### src/rtl/btn_pkg.sv
// Shared types and defaults for the push-button conditioner.
//   btn_state_t : debounce FSM states
//   BTN_*       : default cycle counts and counter width
package btn_pkg;

  typedef enum logic [1:0] {
    IDLE         = 2'd0,
    PRESS_WAIT   = 2'd1,
    PRESSED      = 2'd2,
    RELEASE_WAIT = 2'd3
  } btn_state_t;

  localparam int unsigned BTN_DEBOUNCE_DEFAULT   = 16;
  localparam int unsigned BTN_LONG_PRESS_DEFAULT = 500;
  localparam int unsigned BTN_CNT_W_DEFAULT      = 10;

endpackage

### src/rtl/sync_2ff.sv
// Two-flop synchronizer for a single asynchronous level.
//   clock : destination clock
//   reset : synchronous active-high reset, clears both flops
//   d_i   : asynchronous input
//   q_o   : synchronized output, two clock edges behind d_i
module sync_2ff (
  input  logic clock,
  input  logic reset,
  input  logic d_i,
  output logic q_o
);

  logic meta_q;
  logic sync_q;

  always_ff @(posedge clock) begin
    if (reset) begin
      meta_q <= 1'b0;
      sync_q <= 1'b0;
    end else begin
      meta_q <= d_i;
      sync_q <= meta_q;
    end
  end

  assign q_o = sync_q;

endmodule

### src/rtl/button_conditioner.sv
// Push-button conditioner: synchronizes and debounces a raw button and
// emits single-cycle press / release / long-press pulses.
//   clock         : system clock (rising edge)
//   reset         : synchronous active-high reset
//   btn_raw       : raw, bouncing, asynchronous button level (active high)
//   btn_level     : debounced level, 1 in PRESSED and RELEASE_WAIT
//   press_pulse   : one cycle on an accepted press
//   release_pulse : one cycle on an accepted release
//   long_pulse    : one cycle when a press has been held LONG_PRESS_CYCLES
module button_conditioner
  import btn_pkg::*;
#(
  parameter int unsigned DEBOUNCE_CYCLES   = BTN_DEBOUNCE_DEFAULT,
  parameter int unsigned LONG_PRESS_CYCLES = BTN_LONG_PRESS_DEFAULT,
  parameter int unsigned CNT_W             = BTN_CNT_W_DEFAULT
) (
  input  logic clock,
  input  logic reset,
  input  logic btn_raw,
  output logic btn_level,
  output logic press_pulse,
  output logic release_pulse,
  output logic long_pulse
);

  if ((DEBOUNCE_CYCLES < 2) || (DEBOUNCE_CYCLES > ((1 << CNT_W) - 1)) ||
      (LONG_PRESS_CYCLES <= DEBOUNCE_CYCLES) ||
      (LONG_PRESS_CYCLES > ((1 << CNT_W) - 1))) begin : g_param_check
    $error("button_conditioner: cycle parameters out of range for CNT_W");
  end

  localparam logic [CNT_W-1:0] DC_LAST = CNT_W'(DEBOUNCE_CYCLES - 1);
  localparam logic [CNT_W-1:0] HC_MAX  = CNT_W'(LONG_PRESS_CYCLES);

  logic btn_sync;

  sync_2ff u_sync (
    .clock (clock),
    .reset (reset),
    .d_i   (btn_raw),
    .q_o   (btn_sync)
  );

  btn_state_t       state_q, state_d;
  logic [CNT_W-1:0] dcnt_q, dcnt_d;
  logic [CNT_W-1:0] hcnt_q, hcnt_d;
  logic [CNT_W-1:0] hcnt_inc;
  logic             fired_q, fired_d;
  logic             level_q, level_d;
  logic             press_q, press_d;
  logic             rel_q, rel_d;
  logic             long_q, long_d;
  logic             holding;

  assign hcnt_inc = hcnt_q + CNT_W'(1);

  always_comb begin
    state_d = state_q;
    dcnt_d  = dcnt_q;
    hcnt_d  = hcnt_q;
    fired_d = fired_q;
    press_d = 1'b0;
    rel_d   = 1'b0;
    long_d  = 1'b0;
    holding = 1'b0;

    case (state_q)
      IDLE: begin
        if (btn_sync) begin
          state_d = PRESS_WAIT;
          dcnt_d  = '0;
        end
      end
      PRESS_WAIT: begin
        if (!btn_sync) begin
          state_d = IDLE;
        end else if (dcnt_q == DC_LAST) begin
          state_d = PRESSED;
          press_d = 1'b1;
          hcnt_d  = '0;
          fired_d = 1'b0;
        end else begin
          dcnt_d = dcnt_q + CNT_W'(1);
        end
      end
      PRESSED: begin
        holding = 1'b1;
        if (!btn_sync) begin
          state_d = RELEASE_WAIT;
          dcnt_d  = '0;
        end
      end
      RELEASE_WAIT: begin
        holding = 1'b1;
        if (btn_sync) begin
          state_d = PRESSED;
        end else if (dcnt_q == DC_LAST) begin
          state_d = IDLE;
          rel_d   = 1'b1;
        end else begin
          dcnt_d = dcnt_q + CNT_W'(1);
        end
      end
      default: begin
        state_d = IDLE;
        dcnt_d  = '0;
        hcnt_d  = '0;
        fired_d = 1'b0;
      end
    endcase

    // Hold timer saturates at HC_MAX. A long press that matures on the very
    // edge a release is accepted is dropped so pulses never coincide.
    if (holding && (hcnt_q != HC_MAX)) begin
      hcnt_d = hcnt_inc;
      if ((hcnt_inc == HC_MAX) && !fired_q && (state_d != IDLE)) begin
        long_d  = 1'b1;
        fired_d = 1'b1;
      end
    end

    level_d = (state_d == PRESSED) || (state_d == RELEASE_WAIT);
  end

  always_ff @(posedge clock) begin
    if (reset) begin
      state_q <= IDLE;
      dcnt_q  <= '0;
      hcnt_q  <= '0;
      fired_q <= 1'b0;
      level_q <= 1'b0;
      press_q <= 1'b0;
      rel_q   <= 1'b0;
      long_q  <= 1'b0;
    end else begin
      state_q <= state_d;
      dcnt_q  <= dcnt_d;
      hcnt_q  <= hcnt_d;
      fired_q <= fired_d;
      level_q <= level_d;
      press_q <= press_d;
      rel_q   <= rel_d;
      long_q  <= long_d;
    end
  end

  assign btn_level     = level_q;
  assign press_pulse   = press_q;
  assign release_pulse = rel_q;
  assign long_pulse    = long_q;

endmodule

### config.mk
export PLATFORM = sky130hd
export DESIGN_NAME = button_conditioner
export DESIGN_NICKNAME = d
export VERILOG_FILES = /design/src/rtl/btn_pkg.sv /design/src/rtl/sync_2ff.sv /design/src/rtl/button_conditioner.sv
export SDC_FILE = /design/constraint.sdc
export NUM_CORES = 1
export LEC_CHECK = 0
export BUFFER_PORTS_ARGS = -buffer_cell sky130_fd_sc_hd__buf_2
export CAP_MARGIN = 20
export CORE_UTILIZATION = 50
export CTS_CLUSTER_DIAMETER = 80
export DETAILED_ROUTE_END_ITERATION = 7
export PLACE_DENSITY = 0.66
export SLEW_MARGIN = 10
export SYNTH_ARGS = -nofsm -noshare
export SYNTH_HDL_FRONTEND = slang
export SYNTH_SLANG_ARGS = --single-unit
### constraint.sdc
create_clock -name clock -period 5.5 [get_ports clock]
set_clock_uncertainty 0.05 [all_clocks]
set_input_delay 0.275 -clock clock [delete_from_list [all_inputs] [get_ports clock]]
set_output_delay 0.275 -clock clock [all_outputs]
set_load 0.03 [all_outputs]
==> impl_metrics.toml <==
[route]
drt-wirelength-per-cell_um = 13.8
first_iter_violations = 35
via_count = 1195
ant_nets = 0
drt_first_pass_iters = 4
drc_errors = 0
viasPerCell = 5.98
wirelength_um = 2770

[die]
num_rows = 19
start_util_pct = 53.0
die_area_um2 = 3140
io_pins = 7
coreArea_um2 = 2760
die_h_um = 56.1
die_w_um = 56.1

[synthesis]
synth_area_um2 = 1460
synth_warnings = 0
yosysTopAreaCell = "dfxtp_1"
netlist_instances = 167
ys_ff_latch = 28
synth_edf_count = 0
ys_seq_area_share_pct = 38.4
synth_cell_types = 45
synthArstFlopShare_pct = 0
synth.area.top_cells = "dfxtp_1 (38%), a21oi_1 (5.8%), nor2_1 (4.6%)"
syn_nets = 174
syn_area_per_cell_um2 = 8.75
synth_top_cell_area_share_pct = 38.4
synth_ff_type = "dfxtp_1"

[setup_path]
worst_setup_path_end_kind = "flop"
r2r_cells = 5
critical_path_class = "reg2reg"
path_cells = "ha_1, nand3b_1, o211a_1, or4_4, o31ai_2"
cp-start-kind = "flop"
cpMaxStageDelayCell = "dfxtp_1"
critPathRequiredTime_ps = 5690
timing.critical_path.fanout_max = 8
cp.arrival_ps = 2200
slowest_delay_ps = 530

[sta]
finalMaxSlewViolations = 0
layout_setup_ws_ps = 3490
hold_slack_ps = 107
slew_headroom_pct = 58.9
fin_crit_ps = 2010
tightest_slew_ps = 613
rsz0062_at_grt = "no"
period_share_pct = 36.5
hold_viol = 0
fmax_mhz = 498
timing.setup.tns_ps = 0
setup_viol = 0

[finish]
areaGrowthSynthToFinish_pct = 3.34
multi_input_area_um2 = 843
postLayoutCoreUtil_pct = 54.8
fin_nets = 178
num_antenna_cells = 0
drive_gt1_share_pct = 12.4
nFillCells = 259
regArea_um2 = 561

[pwr]
p_sw_w = 0.0000621
vdd.ir_drop.worst_v = 0.000137
p_per_area_nw_per_um2 = 194
switching_share_pct = 21.2
pwr-share-clk_pct = 27.7
p_leak_nw = 0.532
p_comb_share_pct = 2.6
p_seq_share_pct = 69.7
internal_power_w = 0.000231

[grt]
grt_first_pass_wirelength_um = 4780
gr-total-overflow = 0
grt_max_degree = 22
grt_pass1_vias = 1109
antenna_found_initial = 0
grt.total_usage_pct = 18.7

[clock_tree]
clk_pin_slew_ps = 140
clk_latency_ps = 310
ctsHoldBuffers = 0
post_cts_buffers = 0
cts_buffer_depth = 2
cts_sinks = 28
root_buffer = "clkbuf_4"
cts_resized = 0
cts_tree = "done"
h-tree-depth = 1
cts_buffers = 3

[placed_design]
port_buffers = 6
dpl.hpwl_um = 1950
routabilityCongestion = 0.844
dp_worst_setup_slack_ps = 3530

[worst_hold_path]
holdPathStages = 2
hp-class = "in2reg"

[flow_run]
drv_cap = 0

[run_status]
outcome = "finished clean"
[critical path: cells and delay by family, from the launching register on]
| kind | cells | cell delay (ps) |
|---|---|---|
| DFF | 1 | 530 |
| AOI/OAI and AO/OA | 2 | 430 |
| and+or+nand+nor | 2 | 590 |
| adders and majority gates | 1 | 340 |
[placed cells by master (no fill, tap or decap), drive strengths merged, types with 2 or more instances in the layout]
| cell type | synthesis | routed |
|---|---|---|
| dfxtp | 28 | 28 |
| nor2 | 19 | 19 |
| a21oi | 17 | 17 |
| nand2 | 11 | 11 |
| o21ai | 8 | 8 |
| nand3 | 8 | 8 |
| xor2 | 6 | 6 |
| nand3b | 6 | 6 |
| buf | 2 | 6 |
| xnor2 | 5 | 5 |
| inv | 4 | 4 |
| a31oi | 4 | 4 |
| nor3 | 4 | 4 |
| and3 | 4 | 4 |
| ha | 4 | 4 |
| a211oi | 3 | 3 |
| nand4 | 3 | 3 |
| clkbuf | 5 | 3 |
| and4 | 3 | 3 |
| nor2b | 2 | 2 |
| or3 | 2 | 2 |
| o31ai | 2 | 2 |
| nor3b | 2 | 2 |
| nor4b | 2 | 2 |
[cells in the mapped netlist, drive strengths merged, types with 2 or more instances]
master  instances
xor2            6
nor3            4
a211oi          3
xnor2           5
nor3b           2
nand3b          6
inv             4
and3            4
a31oi           4
nor2           19
or3             2
nand3           8
o21ai           8
a21oi          17
clkbuf          5
dfxtp          28
ha              4
nor4b           2
nand4           3
o31ai           2
and4            3
nor2b           2
nand2          11
buf             2
[final timing paths]
check / start / to / slack, ps
worst max-delay path: hcnt_q[0] / fired_q / 3490
worst min-delay path: btn_raw / u_sync.meta_q / 110
worst max register to register: hcnt_q[0] / fired_q / 3490
worst min register to register: u_sync.meta_q / u_sync.q_o / 410
[sequential cells by signal, indices dropped and copies added, names as in the netlist]
register,cells
dcnt_q,10
fired_q,1
hcnt_q,10
release_pulse,1
press_pulse,1
state_q,2
long_pulse,1
u_sync.meta_q,1
u_sync.q_o,1
[kinds of logic (layout without fill, tap and decap cells)]
family          count (synthesis)  after routing  synth area share [%]
buf+inv                        11             13                  3.94
compound gates                 40             40                  17.4
flops                          28             28                  38.4
xor+xnor                       11             11                  6.59
fa+ha+maj                       4              4                  3.42
simple gates                   73             73                  30.3
[area by class of cell]
type / instances / area share, %
multi-input combinational: 128 / 55.8
sequential: 28 / 37.1
clock buffer: 3 / 1.49
timing repair buffer: 6 / 1.99
tap: 31 / 2.57
inverter: 4 / 0.994
[stage by stage]
stage                     std cells  area, um^2  power (W)
after floorplan                 167        1460   0.000214
after global placement          197        1490   0.000217
after detailed placement        197        1490   0.000217
after CTS                       200        1510   0.000300
after global routing            200        1510   0.000304
final                           200        1510   0.000294
[layer usage]
layer  wire length (um)  share of wire (%)  global-route usage [%]  up-vias
met5                  0                  0                       0        -
met4                 17               0.61                    5.23        0
met3                105                3.8                    2.09        2
met2               1210                 44                    29.9       25
met1               1440                 52                    26.8      557
li1                   -                  -                       -      611
[power groups by stage]
stage / Clock, W / Sequential [W] / Combinational (W)
6_report: 0.0000815 / 0.000205 / 0.00000755
5_1_grt: 0.0000912 / 0.000205 / 0.00000843
4_1_cts: 0.0000877 / 0.000205 / 0.00000764
3_5_place_dp: 0 / 0.000209 / 0.00000763
3_3_place_gp: 0 / 0.000209 / 0.00000756
2_1_floorplan: 0 / 0.000209 / 0.00000545
No activity file was read; power rests on OpenSTA's default activity.
